**config.mk**
```make
export PLATFORM = sky130hd
export DESIGN_NAME = mips_multicycle_ctrl
export DESIGN_NICKNAME = d
export VERILOG_FILES = /design/src/rtl/mips_multicycle_ctrl.sv
export SDC_FILE = /design/constraint.sdc
export NUM_CORES = 1
export LEC_CHECK = 0
export ABC_CLOCK_PERIOD_IN_PS = 2630
export CAP_MARGIN = 25
export CORE_MARGIN = 4
export CORE_UTILIZATION = 44
export CTS_CLUSTER_SIZE = 8
export DETAILED_ROUTE_END_ITERATION = 10
export GPL_ROUTABILITY_DRIVEN = 0
export GPL_TIMING_DRIVEN = 1
export PLACE_DENSITY = 0.81
export SLEW_MARGIN = 20
export SYNTH_ARGS = -nofsm -noshare
export SYNTH_HDL_FRONTEND = slang
export SYNTH_SLANG_ARGS = --single-unit
```
**constraint.sdc**
```tcl
create_clock -name clk -period 2.63 [get_ports clk]
set_input_delay 0.6575 -clock clk [delete_from_list [all_inputs] [get_ports clk]]
set_output_delay 0.6575 -clock clk [all_outputs]
set_load 0.005 [all_outputs]
```
**src/rtl/mips_multicycle_ctrl.sv**
```systemverilog
// Multicycle MIPS main controller: sequences fetch/decode/execute/memory/writeback,
// drives ALU code and datapath strobes, counts retired instructions, flags illegal opcodes.
module mips_multicycle_ctrl #(
    parameter int CNT_W = 32
) (
    input  logic             clk,
    input  logic             reset,
    input  logic [5:0]       Op,
    input  logic [5:0]       Funct,
    input  logic             Zero,
    input  logic             MemReady,
    output logic [2:0]       ALUControl,
    output logic             ALUSrcA,
    output logic [1:0]       ALUSrcB,
    output logic             ImmZeroExt,
    output logic             IorD,
    output logic             MemWrite,
    output logic             IRWrite,
    output logic             RegDst,
    output logic             MemtoReg,
    output logic             RegWrite,
    output logic [1:0]       PCSrc,
    output logic             PCEn,
    output logic             Illegal,
    output logic [CNT_W-1:0] InstrCount
);

    typedef enum logic [3:0] {
        S_FETCH, S_DECODE, S_MEMADR, S_MEMRD, S_MEMWB, S_MEMWR,
        S_EXEC, S_ALUWB, S_BRANCH, S_IMMEXEC, S_IMMWB, S_JUMP
    } state_t;

    localparam logic [5:0] OP_R    = 6'b000000;
    localparam logic [5:0] OP_J    = 6'b000010;
    localparam logic [5:0] OP_BEQ  = 6'b000100;
    localparam logic [5:0] OP_BNE  = 6'b000101;
    localparam logic [5:0] OP_ADDI = 6'b001000;
    localparam logic [5:0] OP_ANDI = 6'b001100;
    localparam logic [5:0] OP_ORI  = 6'b001101;
    localparam logic [5:0] OP_XORI = 6'b001110;
    localparam logic [5:0] OP_LW   = 6'b100011;
    localparam logic [5:0] OP_SW   = 6'b101011;

    state_t     state;
    logic       is_mem, is_rtype, is_branch, is_imm, is_jump;
    logic [2:0] r_alu, i_alu;

    always_comb begin
        is_mem    = (Op == OP_LW) || (Op == OP_SW);
        is_branch = (Op == OP_BEQ) || (Op == OP_BNE);
        is_imm    = (Op == OP_ADDI) || (Op == OP_ANDI) || (Op == OP_ORI) || (Op == OP_XORI);
        is_jump   = (Op == OP_J);
        is_rtype  = 1'b0;
        r_alu     = 3'b000;
        case (Funct)
            6'b100000: begin is_rtype = (Op == OP_R); r_alu = 3'b101; end
            6'b100010: begin is_rtype = (Op == OP_R); r_alu = 3'b110; end
            6'b100100: begin is_rtype = (Op == OP_R); r_alu = 3'b001; end
            6'b100101: begin is_rtype = (Op == OP_R); r_alu = 3'b011; end
            6'b100110: begin is_rtype = (Op == OP_R); r_alu = 3'b010; end
            default:   begin is_rtype = 1'b0;         r_alu = 3'b000; end
        endcase
        case (Op)
            OP_ANDI: i_alu = 3'b001;
            OP_ORI:  i_alu = 3'b011;
            OP_XORI: i_alu = 3'b010;
            default: i_alu = 3'b101;
        endcase
    end

    always_ff @(posedge clk or posedge reset) begin
        if (reset) begin
            state      <= S_FETCH;
            Illegal    <= 1'b0;
            InstrCount <= '0;
        end else begin
            case (state)
                S_FETCH:   if (MemReady) state <= S_DECODE;
                S_DECODE: begin
                    if (is_mem)         state <= S_MEMADR;
                    else if (is_rtype)  state <= S_EXEC;
                    else if (is_branch) state <= S_BRANCH;
                    else if (is_imm)    state <= S_IMMEXEC;
                    else if (is_jump)   state <= S_JUMP;
                    else begin
                        Illegal <= 1'b1;
                        state   <= S_FETCH;
                    end
                end
                S_MEMADR:  state <= (Op == OP_SW) ? S_MEMWR : S_MEMRD;
                S_MEMRD:   if (MemReady) state <= S_MEMWB;
                S_MEMWR: begin
                    if (MemReady) begin
                        state      <= S_FETCH;
                        InstrCount <= InstrCount + 1'b1;
                    end
                end
                S_EXEC:    state <= S_ALUWB;
                S_IMMEXEC: state <= S_IMMWB;
                S_MEMWB, S_ALUWB, S_BRANCH, S_IMMWB, S_JUMP: begin
                    state      <= S_FETCH;
                    InstrCount <= InstrCount + 1'b1;
                end
                default:   state <= S_FETCH;
            endcase
        end
    end

    // Decoded from the state register; forced quiet while reset is held.
    always_comb begin
        ALUControl = 3'b000;
        ALUSrcA    = 1'b0;
        ALUSrcB    = 2'b00;
        ImmZeroExt = 1'b0;
        IorD       = 1'b0;
        MemWrite   = 1'b0;
        IRWrite    = 1'b0;
        RegDst     = 1'b0;
        MemtoReg   = 1'b0;
        RegWrite   = 1'b0;
        PCSrc      = 2'b00;
        PCEn       = 1'b0;
        if (!reset) begin
            case (state)
                S_FETCH: begin
                    ALUSrcB = 2'b01; ALUControl = 3'b101;
                    IRWrite = MemReady; PCEn = MemReady;
                end
                S_DECODE:  begin ALUSrcB = 2'b11; ALUControl = 3'b101; end
                S_MEMADR:  begin ALUSrcA = 1'b1; ALUSrcB = 2'b10; ALUControl = 3'b101; end
                S_MEMRD:   IorD = 1'b1;
                S_MEMWB:   begin MemtoReg = 1'b1; RegWrite = 1'b1; end
                S_MEMWR:   begin IorD = 1'b1; MemWrite = 1'b1; end
                S_EXEC:    begin ALUSrcA = 1'b1; ALUControl = r_alu; end
                S_ALUWB:   begin RegDst = 1'b1; RegWrite = 1'b1; end
                S_BRANCH: begin
                    ALUSrcA = 1'b1; ALUControl = 3'b110; PCSrc = 2'b01;
                    PCEn    = (Op == OP_BNE) ? ~Zero : Zero;
                end
                S_IMMEXEC: begin
                    ALUSrcA = 1'b1; ALUSrcB = 2'b10; ALUControl = i_alu;
                    ImmZeroExt = (Op != OP_ADDI);
                end
                S_IMMWB:   RegWrite = 1'b1;
                S_JUMP:    begin PCSrc = 2'b10; PCEn = 1'b1; end
                default:   ;
            endcase
        end
    end

endmodule
```
### Yosys cells after proc, flatten, opt, wreduce, memory -nomap -nowiden

Cells that the tools add are included.

| cells by class | value |
|---|---|
| $add $sub $neg | 1 |
| equal/unequal tests | 29 |
| mux-type cells | 40 |
| bitwise gates (word level) | 6 |
| reduce and logical (&&, ||, !) cells | 18 |

Operator list:

| operator | number |
|---|---|
| $pmux W32 S2 | 1 |
| $eq A6 B6 Y1 const B | 7 |
| $add A32 B1 Y32 const B | 1 |
| $mux W32 | 1 |
| $mux W4 | 8 |
| $pmux W4 S7 | 1 |
| $eq A6 B4 Y1 const B | 4 |
| $mux W1 | 19 |
| $eq A4 B3 Y1 const B | 4 |
| $eq A4 B4 Y1 const B | 4 |
| $pmux W3 S5 | 1 |
| $eq A6 B3 Y1 const B | 2 |
| $pmux W3 S4 | 1 |
| $reduce_or A5 Y1 | 2 |
| $pmux W3 S3 | 1 |
| $eq A4 B2 Y1 const B | 2 |
| $eq A6 B2 Y1 const B | 1 |
| $logic_not A6 Y1 | 1 |
| $mux W3 | 2 |
| $ne A2 B2 Y1 const B | 3 |
| $ne A6 B4 Y1 const B | 1 |
| $not A1 Y1 | 6 |
| $pmux W2 S3 | 1 |
| $reduce_and A6 Y1 | 1 |
| other kinds (12) | 19 |

| word-level totals | value |
|---|---|
| bits in registers | 37 |
| bits of input ports | 16 |
| output and inout port bits | 49 |
| logic and storage cells | 97 |

### Logic depth before layout (Yosys ltp)

Gate-level depths: netlist of run 1.

| logic depth | value |
|---|---|
| depth in word-level cells | 9 |
| mapped depth | 7 |

### Worst setup path before layout of run 1

Ideal clock, no wire load.

| timing | value |
|---|---|
| kind | input to output |
| from | input reset |
| to | output ALUControl[0] |
| arrival | 1.997 ns |
| data required time | 1.972 ns |
| path slack | -0.024 ns |
| stages | 3 |
| buffers on the path | 0 |
| cells stage by stage | inv_1 o21ai_0 a21oi_1 |

| between the ends | value |
|---|---|
| word-level cells in the longest chain between the ends | 1 |

RTL lines:

| element | line | text |
|---|---|---|
| start: declaration | 7 | `input logic reset,` |
| $mux W3 | 123 | `if (!reset) begin` |
| end: declaration | 12 | `output logic [2:0] ALUControl,` |

Every way passes these cells.

### Worst setup path after layout of run 1

| timing | value |
|---|---|
| from | input Funct[5] |
| to | output ALUControl[0] |

| between the ends | value |
|---|---|
| word-level cells in the longest chain between the ends | 4 |
| elaborated cells on any way between the ends | 8 |

RTL lines:

| element | line | text |
|---|---|---|
| start: declaration | 9 | `input logic [5:0] Funct,` |
| $eq A6 B6 Y1 | 55 | `case (Funct)` |
| $pmux W3 S5 (*) | 55 |  |
| $pmux W3 S4 (*) | 124 | `case (state)` |
| $mux W3 (*) | 123 |  |

Mark *: on every way between the ends. The rest lies on a longest branch, timed or not.

==> flow_metrics.env, run 1 <==
export IMPL_ys_ff_latch=37
export IMPL_maxCapViolCount=0
export IMPL_fmax_mhz=382
export IMPL_hold_depth=1
export IMPL_core_area_um2=5170
export IMPL_wl_per_cell_um=14.2
export IMPL_pre_cts_ws_ps=-474
export IMPL_yosys_area_share_simple_pct=28.5
export IMPL_maxSlewViolCount=0
export IMPL_synth_top_family_by_area="simple AND/OR/NAND/NOR gates"
export IMPL_via_per_inst=5.33
export IMPL_power_mw=1.87
export IMPL_rows=26
export IMPL_async_flop_share_pct=100
export IMPL_post_dp_cell_area_um2=3220
export IMPL_grt_pass1_wl_um=9670
export IMPL_worst_slack_ps=11.6
export IMPL_ant_nets=0
export IMPL_post_route_period_util_pct=99.6
export IMPL_grt_max_degree=38
export IMPL_end_kind="primary output"
export IMPL_first_global_vias=2130
export IMPL_portBuffers=64
export IMPL_drive_gt1_share_pct=19.4
export IMPL_cts_num_sinks=37
export IMPL_die_h_um=81.5
export IMPL_avgSynthCellArea_um2=9.11
export IMPL_fillCellCount=424
export IMPL_nNetsFinal=362
export IMPL_tritoncts="built"
export IMPL_fin_area_um2=3370
export IMPL_worst_ep_arrival_time_ps=1960
export IMPL_muxShareOfSynthArea_pct=1.37
export IMPL_synth_flop_cell="dfrtp_1"
export IMPL_routed_wl_um=5920
export IMPL_worst_slew_pin_slew_ps=493
export IMPL_drc=0
export IMPL_crit_required_ps=1970
export IMPL_ios=65
export IMPL_synth_xor_area_share_pct=12.5
export IMPL_antenna_cells=0
export IMPL_critPathMaxFanout=2
export IMPL_htreeDepth=2
export IMPL_syn_inst=261
export IMPL_cts_buffers=5
export IMPL_antenna_found_initial=0
export IMPL_syn_cell_area_um2=2380
export IMPL_grt_overflow=0
export IMPL_vias=2217
export IMPL_timing_rr_start="state[0]"
export IMPL_r2r_cells=7
export IMPL_p_leak_nw=1.46
export IMPL_setup_viol=0
export IMPL_area_growth_pct=41.6
export IMPL_finClkSkew_ps=9.74
export IMPL_first_pass_iters=4
export IMPL_synthAdderAreaFrac_pct=1.37
export IMPL_synth_compound_area_share_pct=12.2
export IMPL_peakVddDrop_v=0.000266
export IMPL_clk_path_buf_depth=2
export IMPL_drt_iter0_markers=124
export IMPL_initial_core_util_pct=46.0
export IMPL_cts_root_buf="clkbuf_8"
export IMPL_clk_latency_ps=290
export IMPL_hold_class="reg2reg"
export IMPL_synth_edff_count=0
export IMPL_clk_pin_slew_ps=70
export IMPL_ys_seq_area_share_pct=38.9
export IMPL_status="completed"
export IMPL_relSlewSlack_pct=66.8
export IMPL_min_delay_start="InstrCount[31]"
export IMPL_dieArea_um2=6650
export IMPL_holdPathEnd="InstrCount[31]"
export IMPL_fin_tns_setup_ps=0
export IMPL_post_route_min_period_ps=2620
export IMPL_regArea_um2=930
export IMPL_dieWidth_um=81.5
export IMPL_yosys_warnings=0
export IMPL_power_density_nw_per_um2=556
export IMPL_yosysUniqueCellTypes=56
export IMPL_rsz0062_at_grt="true"
export IMPL_grt_usage_pct=18.3
export IMPL_hpwl_um=4470
export IMPL_path_class="in2out"
export IMPL_reg2reg_slack_ps=650
export IMPL_reg2reg_to="InstrCount[27]"
export IMPL_multi_input_area_um2=1370
export IMPL_critical_path_startpoint_type="input pin"
export IMPL_synth_nets=278
export IMPL_finalHoldViolations=0
export IMPL_hold_ws_ps=478
[repair_timing]
action / 4_1_cts / 5_1_grt
endpoints found under the hold margin: 0 / 0
buffers inserted: 0 / 2
hold buffers: 0 / 0
pin swaps: 7 / 3
gates resized for setup: 34 / 10
endpoints found under the setup margin: 14 / 7
[where the power goes]
part | internal [mW] | total [mW] | switching, mW
combinational | 0.388 | 0.756 | 0.368
clock | 0.237 | 0.430 | 0.193
sequential | 0.619 | 0.687 | 0.0676
[per-stage QoR]
stage,instances,util [%]
2_1_floorplan,261,-
3_3_place_gp,406,62.2
3_5_place_dp,406,62.2
4_1_cts,414,64.1
5_1_grt,416,65.1
6_report,416,65.1
[sequential cells by signal, summed over array words and instances, names as in the netlist]
name	count
InstrCount	32
Illegal	1
state	4
[cells in the final DEF, fill, tap and decap left out, types with 4 or more instances in the layout]
cell	count
clkbuf_8	7
dlygate4sd2_1	14
clkdlybuf4s50_1	44
xor2_1	16
nor2_1	23
nand4_1	5
and4_1	5
inv_1	8
a21oi_1	14
o21ai_0	5
nand2_1	20
nand3_1	13
nor4_1	4
nor2b_1	4
buf_4	26
xnor2_1	18
nand2b_1	4
nor3_1	13
dfrtp_1	34
[synth_stat cells (3+ instances only)]
library cell	n	share of area [%]
clkbuf_1	5	0.79
nand2b_1	5	1.3
nor2_1	25	3.9
buf_4	3	0.95
buf_2	3	0.63
inv_1	9	1.4
nor3_1	13	2.7
o22a_1	3	1.1
nand3_1	14	2.9
xor2_1	16	5.9
and2_1	3	0.79
and4_1	5	1.8
a21oi_1	16	3.4
nor4_1	4	1.1
nor2b_1	4	1.1
nor3_2	3	1.3
xnor2_1	18	6.6
nand4_1	5	1.3
dfrtp_1	37	39
nand2_1	20	3.2
o21ai_0	6	1.3
[worst max-delay path, stage by stage]
cell and delay [ps]:
clkdlybuf4s50_1 460, nor3b_4 200, nand3_2 110, a211o_1 260, a21oi_2 130, buf_2 130
[cell type report]
| cell class | instances | area share (%) |
|---|---|---|
| Multi-Input combinational cell | 200 | 40.7 |
| Sequential cell | 37 | 27.6 |
| Timing Repair Buffer | 92 | 24.9 |
| Clock buffer | 7 | 2.86 |
| Tap cell | 70 | 2.60 |
| Inverter | 9 | 1.11 |
| Clock inverter | 1 | 0.149 |
[cells by family after synthesis]
group,Yosys count
fa+ha+maj,3
buf+inv,24
mux,3
flops,37
xor+xnor,34
simple gates,118
compound gates,42
[routing by layer]
layer | vias up | share of wire (%) | track usage (%)
met4 | 0 | 0.51 | 4.39
met3 | 6 | 4.6 | 4.93
li1 | 1085 | - | -
met2 | 55 | 52 | 31.4
met1 | 1071 | 43 | 22.9
met5 | - | 0 | 0
[worst max path at each step]
stage | from | endpoint | slack (ps) | cells after the start
2_1_floorplan | reset | ALUControl[1] | 380 | 3
3_3_place_gp | Op[5] | ImmZeroExt | -410 | 6
3_5_place_dp | Funct[5] | ALUControl[0] | -470 | 6
4_1_cts | Funct[4] | ALUControl[0] | 10 | 6
5_1_grt | Funct[5] | ALUControl[2] | -50 | 6
6_report | Funct[5] | ALUControl[0] | 10 | 6
(Power assumes the default switching activity.)
==> run 2, diff against run 1 <==
- MAX_ROUTING_LAYER: not set -> met4
- TNS_END_PERCENT: not set -> 5
==> run 2 against run 1 <==
Effect of this change:
- the flow now finishes with violations (negative setup slack)
- cell area increased by 0.19%
- combinational power decreased by 1%
- sequential power increased by 1%
- die area unchanged
- largest cell class unchanged
==> flow_metrics.env, run 2 (synthesis gave the netlist of run 1 again) <==
export IMPL_core_area_um2=5170
export IMPL_htreeDepth=2
export IMPL_p_int_mw=1.24
export IMPL_first_global_vias=2130
export IMPL_reg_largest_list="InstrCount (32), state (4), Illegal (1)"
export IMPL_cts_buffers=5
export IMPL_stdcell_count=415
export IMPL_rsz0062_at_grt="true"
export IMPL_violations="negative setup slack"
export IMPL_holdPathEnd="InstrCount[31]"
export IMPL_vias=2232
export IMPL_dieArea_um2=6650
export IMPL_regArea_um2=930
export IMPL_clk_path_buf_depth=2
export IMPL_ios=65
export IMPL_hold_depth=1
export IMPL_slowest_delay_ps=430
export IMPL_critical_path_startpoint_type="input pin"
export IMPL_maxSlewViolCount=0
export IMPL_hold_class="reg2reg"
export IMPL_r2r_cells=7
export IMPL_p_switching_uw=629
export IMPL_grt_overflow=0
export IMPL_initial_core_util_pct=46.0
export IMPL_grt_usage_pct=18.9
export IMPL_area_growth_pct=41.8
export IMPL_grt_max_degree=38
export IMPL_ant_nets=0
export IMPL_dp_cells=406
export IMPL_critPathMaxFanout=2
export IMPL_cp_cell_sequence="clkdlybuf4s50_1 > nor3b_2 > nand3_1 > a211o_1 > a21oi_2 > clkbuf_2"
export IMPL_relSlewSlack_pct=65.4
export IMPL_finalHoldViolations=0
export IMPL_hold_buffers=0
export IMPL_drt_iter0_markers=117
export IMPL_grt_pass1_wl_um=9680
export IMPL_clk_latency_ps=290
export IMPL_min_delay_start="InstrCount[31]"
export IMPL_power_frac_comb_pct=39.8
export IMPL_worst_slew_pin_slew_ps=513
export IMPL_nNetsFinal=361
export IMPL_p_leak_nw=1.45
export IMPL_post_route_min_period_ps=2660
export IMPL_first_pass_iters=4
export IMPL_antenna_found_initial=0
export IMPL_worst_slack_ps=-32.3
export IMPL_post_route_period_util_pct=101
export IMPL_fillCellCount=421
export IMPL_antenna_cells=0
export IMPL_clock_power_share_pct=23.1
export IMPL_cpLargestDelayFamily="buffers and inverters"
export IMPL_end_kind="primary output"
export IMPL_fin_area_um2=3370
export IMPL_rows=26
export IMPL_utilization_pct=65.2
export IMPL_multi_input_area_um2=1380
export IMPL_peakVddDrop_v=0.000266
export IMPL_routed_wl_um=5900
export IMPL_post_dp_cell_area_um2=3220
export IMPL_drive_gt1_share_pct=19.7
export IMPL_swShare_pct=33.6
export IMPL_largest_register_ff_count=32
export IMPL_worst_ep_arrival_time_ps=2000
export IMPL_final_cell_mix="clkdlybuf4s50_1 (45), dfrtp_1 (34), buf_4 (24)"
export IMPL_reg2reg_to="InstrCount[27]"
export IMPL_dieWidth_um=81.5
export IMPL_fmax_mhz=376
export IMPL_cts_root_buf="clkbuf_8"
export IMPL_via_per_inst=5.38
export IMPL_crit_required_ps=1970
export IMPL_setup_viol=1
export IMPL_regMostFlops="InstrCount"
export IMPL_wl_per_cell_um=14.2
export IMPL_drc=0
export IMPL_power_density_nw_per_um2=555
export IMPL_die_h_um=81.5
export IMPL_tritoncts="built"
export IMPL_status="complete, but fails checks"
export IMPL_finClkSkew_ps=7.97
export IMPL_maxCapViolCount=0
export IMPL_clk_pin_slew_ps=70
export IMPL_mostFrequentLayoutCell="clkdlybuf4s50_1"
export IMPL_seqPwrFrac_pct=37.1
export IMPL_reg2reg_slack_ps=660
export IMPL_cp_slowest_cell="clkdlybuf4s50_1"
export IMPL_hold_ws_ps=478
export IMPL_path_class="in2out"
export IMPL_power_mw=1.87
export IMPL_cts_num_sinks=37
export IMPL_portBuffers=64
export IMPL_hpwl_um=4470
export IMPL_timing_rr_start="state[0]"
export IMPL_crit_buf_inv=2
-- run 2: layout make-up --
class,count,area share (%)
multi-input cells,200,41.0
flip-flops and latches,37,27.6
clock inverters,1,0.148
repair buffers,91,24.7
clock buffers,7,2.86
inverters,9,1.11
well taps,70,2.60
-- run 2: worst register-to-register path: stages (launching register included) --
cell	delay, ps
dfrtp_2	460
buf_4	190
nor2b_4	130
buf_4	160
a211oi_4	300
nand3_4	170
nor3_1	300
xor2_1	180
-- run 2: repair_timing --
item,CTS,global route
resized for setup,28,18
setup endpoints to repair,14,8
pin swaps,4,7
buffers inserted,0,1
-- run 2: metrics by stage --
stage | setup slack (ps) | TNS [ps]
floorplan | 376 | 0
global placement | -408 | -2410
detailed placement | -474 | -2520
CTS | -116 | -238
global route | -119 | -296
finish | -32.3 | -32.3
-- run 2: layer usage --
metal	part of all wire (%)	GRT usage [%]	vias to the layer above	routed length [um]
met5	0	-	-	0
met4	0.78	4.39	0	46
met3	4.5	4.61	7	263
met2	51	31.4	57	3020
met1	44	23.2	1081	2570
li1	-	-	1087	-
-- run 2: power groups by stage --
stage	clock network, mW	registers (mW)	logic [mW]
after floorplan	0	0.668	0.464
after global placement	0	0.697	0.737
after detailed placement	0	0.700	0.750
after CTS	0.437	0.690	0.732
after global routing	0.468	0.702	0.813
final	0.431	0.695	0.745
-- run 2: how the worst max path moves through the flow --
stage,startpoint,to,slack [ps],depth (start not counted)
after floorplan,reset,ALUControl[1],380,3
after global placement,Op[5],ImmZeroExt,-410,6
after detailed placement,Funct[5],ALUControl[0],-470,6
after CTS,Funct[3],ALUControl[0],-120,6
after global routing,Funct[4],ALUControl[0],-120,6
final,Funct[4],ALUControl[0],-30,6
==> run 3, diff against run 2 <==
- CORE_ASPECT_RATIO: not set -> 0.7
- CORE_MARGIN: 4 -> not set
- REMOVE_ABC_BUFFERS: not set -> 1
==> run 3 against run 2 <==
Effect of this change:
- the run still ends with negative setup slack left
- die area shrank 14%
- maximum frequency grew 0.68%
- flip-flop and latch count unchanged
- clock power rose by 17%
- routed wire length increased by 6.9%
- global-route usage increased by 4.2 points
- register-to-register slack improved by 50 ps
- critical path type is now reg2out
- critical endpoint is now ALUSrcB[1]
==> flow_metrics.env, run 3 (synthesis gave the netlist of run 1 again) <==
export IMPL_relSlewSlack_pct=73.8
export IMPL_hold_buffers=0
export IMPL_rsz0062_at_grt="true"
export IMPL_path_class="reg2out"
export IMPL_clk_latency_ps=290
export IMPL_finClkSkew_ps=3.35
export IMPL_clk_path_buf_depth=2
export IMPL_drc=0
export IMPL_highest_layer="met4"
export IMPL_largest_register_ff_count=32
export IMPL_drt_iter0_markers=203
export IMPL_routed_wl_met3_um=392
export IMPL_maxSlewViolCount=0
export IMPL_grt_overflow=0
export IMPL_ios=65
export IMPL_p_leak_nw=1.57
export IMPL_critPathMaxFanout=6
export IMPL_nNetsFinal=380
export IMPL_antenna_found_initial=0
export IMPL_r2r_cells=7
export IMPL_setup_viol=1
export IMPL_final_cell_mix="clkdlybuf4s50_1 (48), buf_4 (42), dfrtp_1 (35)"
export IMPL_grt_usage_pct=23.1
export IMPL_wl_per_cell_um=14.6
export IMPL_drive_gt1_share_pct=23.6
export IMPL_critical_path_startpoint_type="register"
export IMPL_area_growth_pct=48.7
export IMPL_die_h_um=63.5
export IMPL_worst_slack_ps=-14.4
export IMPL_peakVddDrop_v=0.000332
export IMPL_regMostFlops="InstrCount"
export IMPL_wl_met1_um=2780
export IMPL_hold_class="reg2reg"
export IMPL_fmax_mhz=378
export IMPL_first_pass_iters=5
export IMPL_hpwl_um=4490
export IMPL_vias=2376
export IMPL_dieArea_um2=5710
export IMPL_end_kind="primary output"
export IMPL_post_route_period_util_pct=101
export IMPL_fin_tns_setup_ps=-14.4
export IMPL_cts_num_sinks=37
export IMPL_finalHoldViolations=0
export IMPL_clk_pin_slew_ps=70
export IMPL_dieWidth_um=89.9
export IMPL_post_route_min_period_ps=2640
export IMPL_antenna_cells=0
export IMPL_grt_max_degree=32
export IMPL_reg_largest_list="InstrCount (32), state (4), Illegal (1)"
export IMPL_rows=21
export IMPL_initial_core_util_pct=47.6
export IMPL_ant_nets=0
export IMPL_cts_root_buf="clkbuf_8"
export IMPL_first_global_vias=2139
export IMPL_wl_met2_um=3020
export IMPL_portBuffers=64
export IMPL_worst_ep_arrival_time_ps=1990
export IMPL_routed_wl_um=6310
export IMPL_cts_buffers=5
export IMPL_crit_required_ps=1970
export IMPL_utilization_pct=70.9
export IMPL_htreeDepth=2
export IMPL_tritoncts="built"
export IMPL_power_density_nw_per_um2=572
export IMPL_status="complete, but fails checks"
export IMPL_mostFrequentLayoutCell="clkdlybuf4s50_1"
export IMPL_violations="negative setup slack"
export IMPL_maxCapViolCount=0
export IMPL_core_area_um2=4990
export IMPL_worst_slew_pin_slew_ps=388
export IMPL_via_per_inst=5.49
export IMPL_hold_depth=1
export IMPL_grt_pass1_wl_um=10300
[run 3: final cells by class]
cell class	instances	area, um^2
Timing Repair Buffer	110	986
Tap cell	69	86.3
Inverter	9	33.8
Clock inverter	1	30.0
Clock buffer	7	86.3
Fill cell	356	1460
Multi-Input combinational cell	200	1390
Sequential cell	37	928
[run 3: layer usage]
metal	vias to the layer above	GRT usage, %
li1	1119	-
met4	0	6.45
met5	-	-
met1	1141	30.2
met2	101	36.8
met3	15	4.59
[run 3: report_power, final]
part           leakage (nW)  internal [mW]  switching (mW)  total [mW]
Sequential            0.485          0.618          0.0721       0.690
Clock                0.0585          0.309           0.197       0.506
Combinational          1.02          0.427           0.400       0.827
[run 3: through the flow]
step	area, um^2	worst slack [ps]	power (mW)	hold slack, ps	std cells
floorplan	2290	-24.3	1.07	451	246
detailed placement	3260	-502	1.47	455	409
CTS	3440	-110	1.96	483	426
global route	3540	-71.0	2.13	502	433
global placement	3260	-445	1.44	457	409
finish	3540	-14.4	2.02	480	433
[run 3: final timing paths]
path / slack [ps] / start / endpoint
max: -10 / state[3] / ALUSrcB[1]
min: 480 / Illegal / Illegal
max reg2reg: 710 / state[0] / InstrCount[30]
min reg2reg: 480 / Illegal / Illegal
max in group asynchronous: 1540 / reset / state[2]
min in group asynchronous: 660 / reset / InstrCount[18]
[run 3: what timing repair did]
item                                    CTS  global route
pin swaps                                 6             9
gates cloned                              0             0
endpoints found under the setup margin   16            12
setup buffers                             9             7
resized for setup                        23            25
[run 3: critical path, cell delays in order, from the launching register on]
cell	delay, ps
dfrtp_2	430
buf_4	150
nor3b_4	210
buf_4	190
nor2_1	50
nor3_1	130
clkdlybuf4s50_1	540
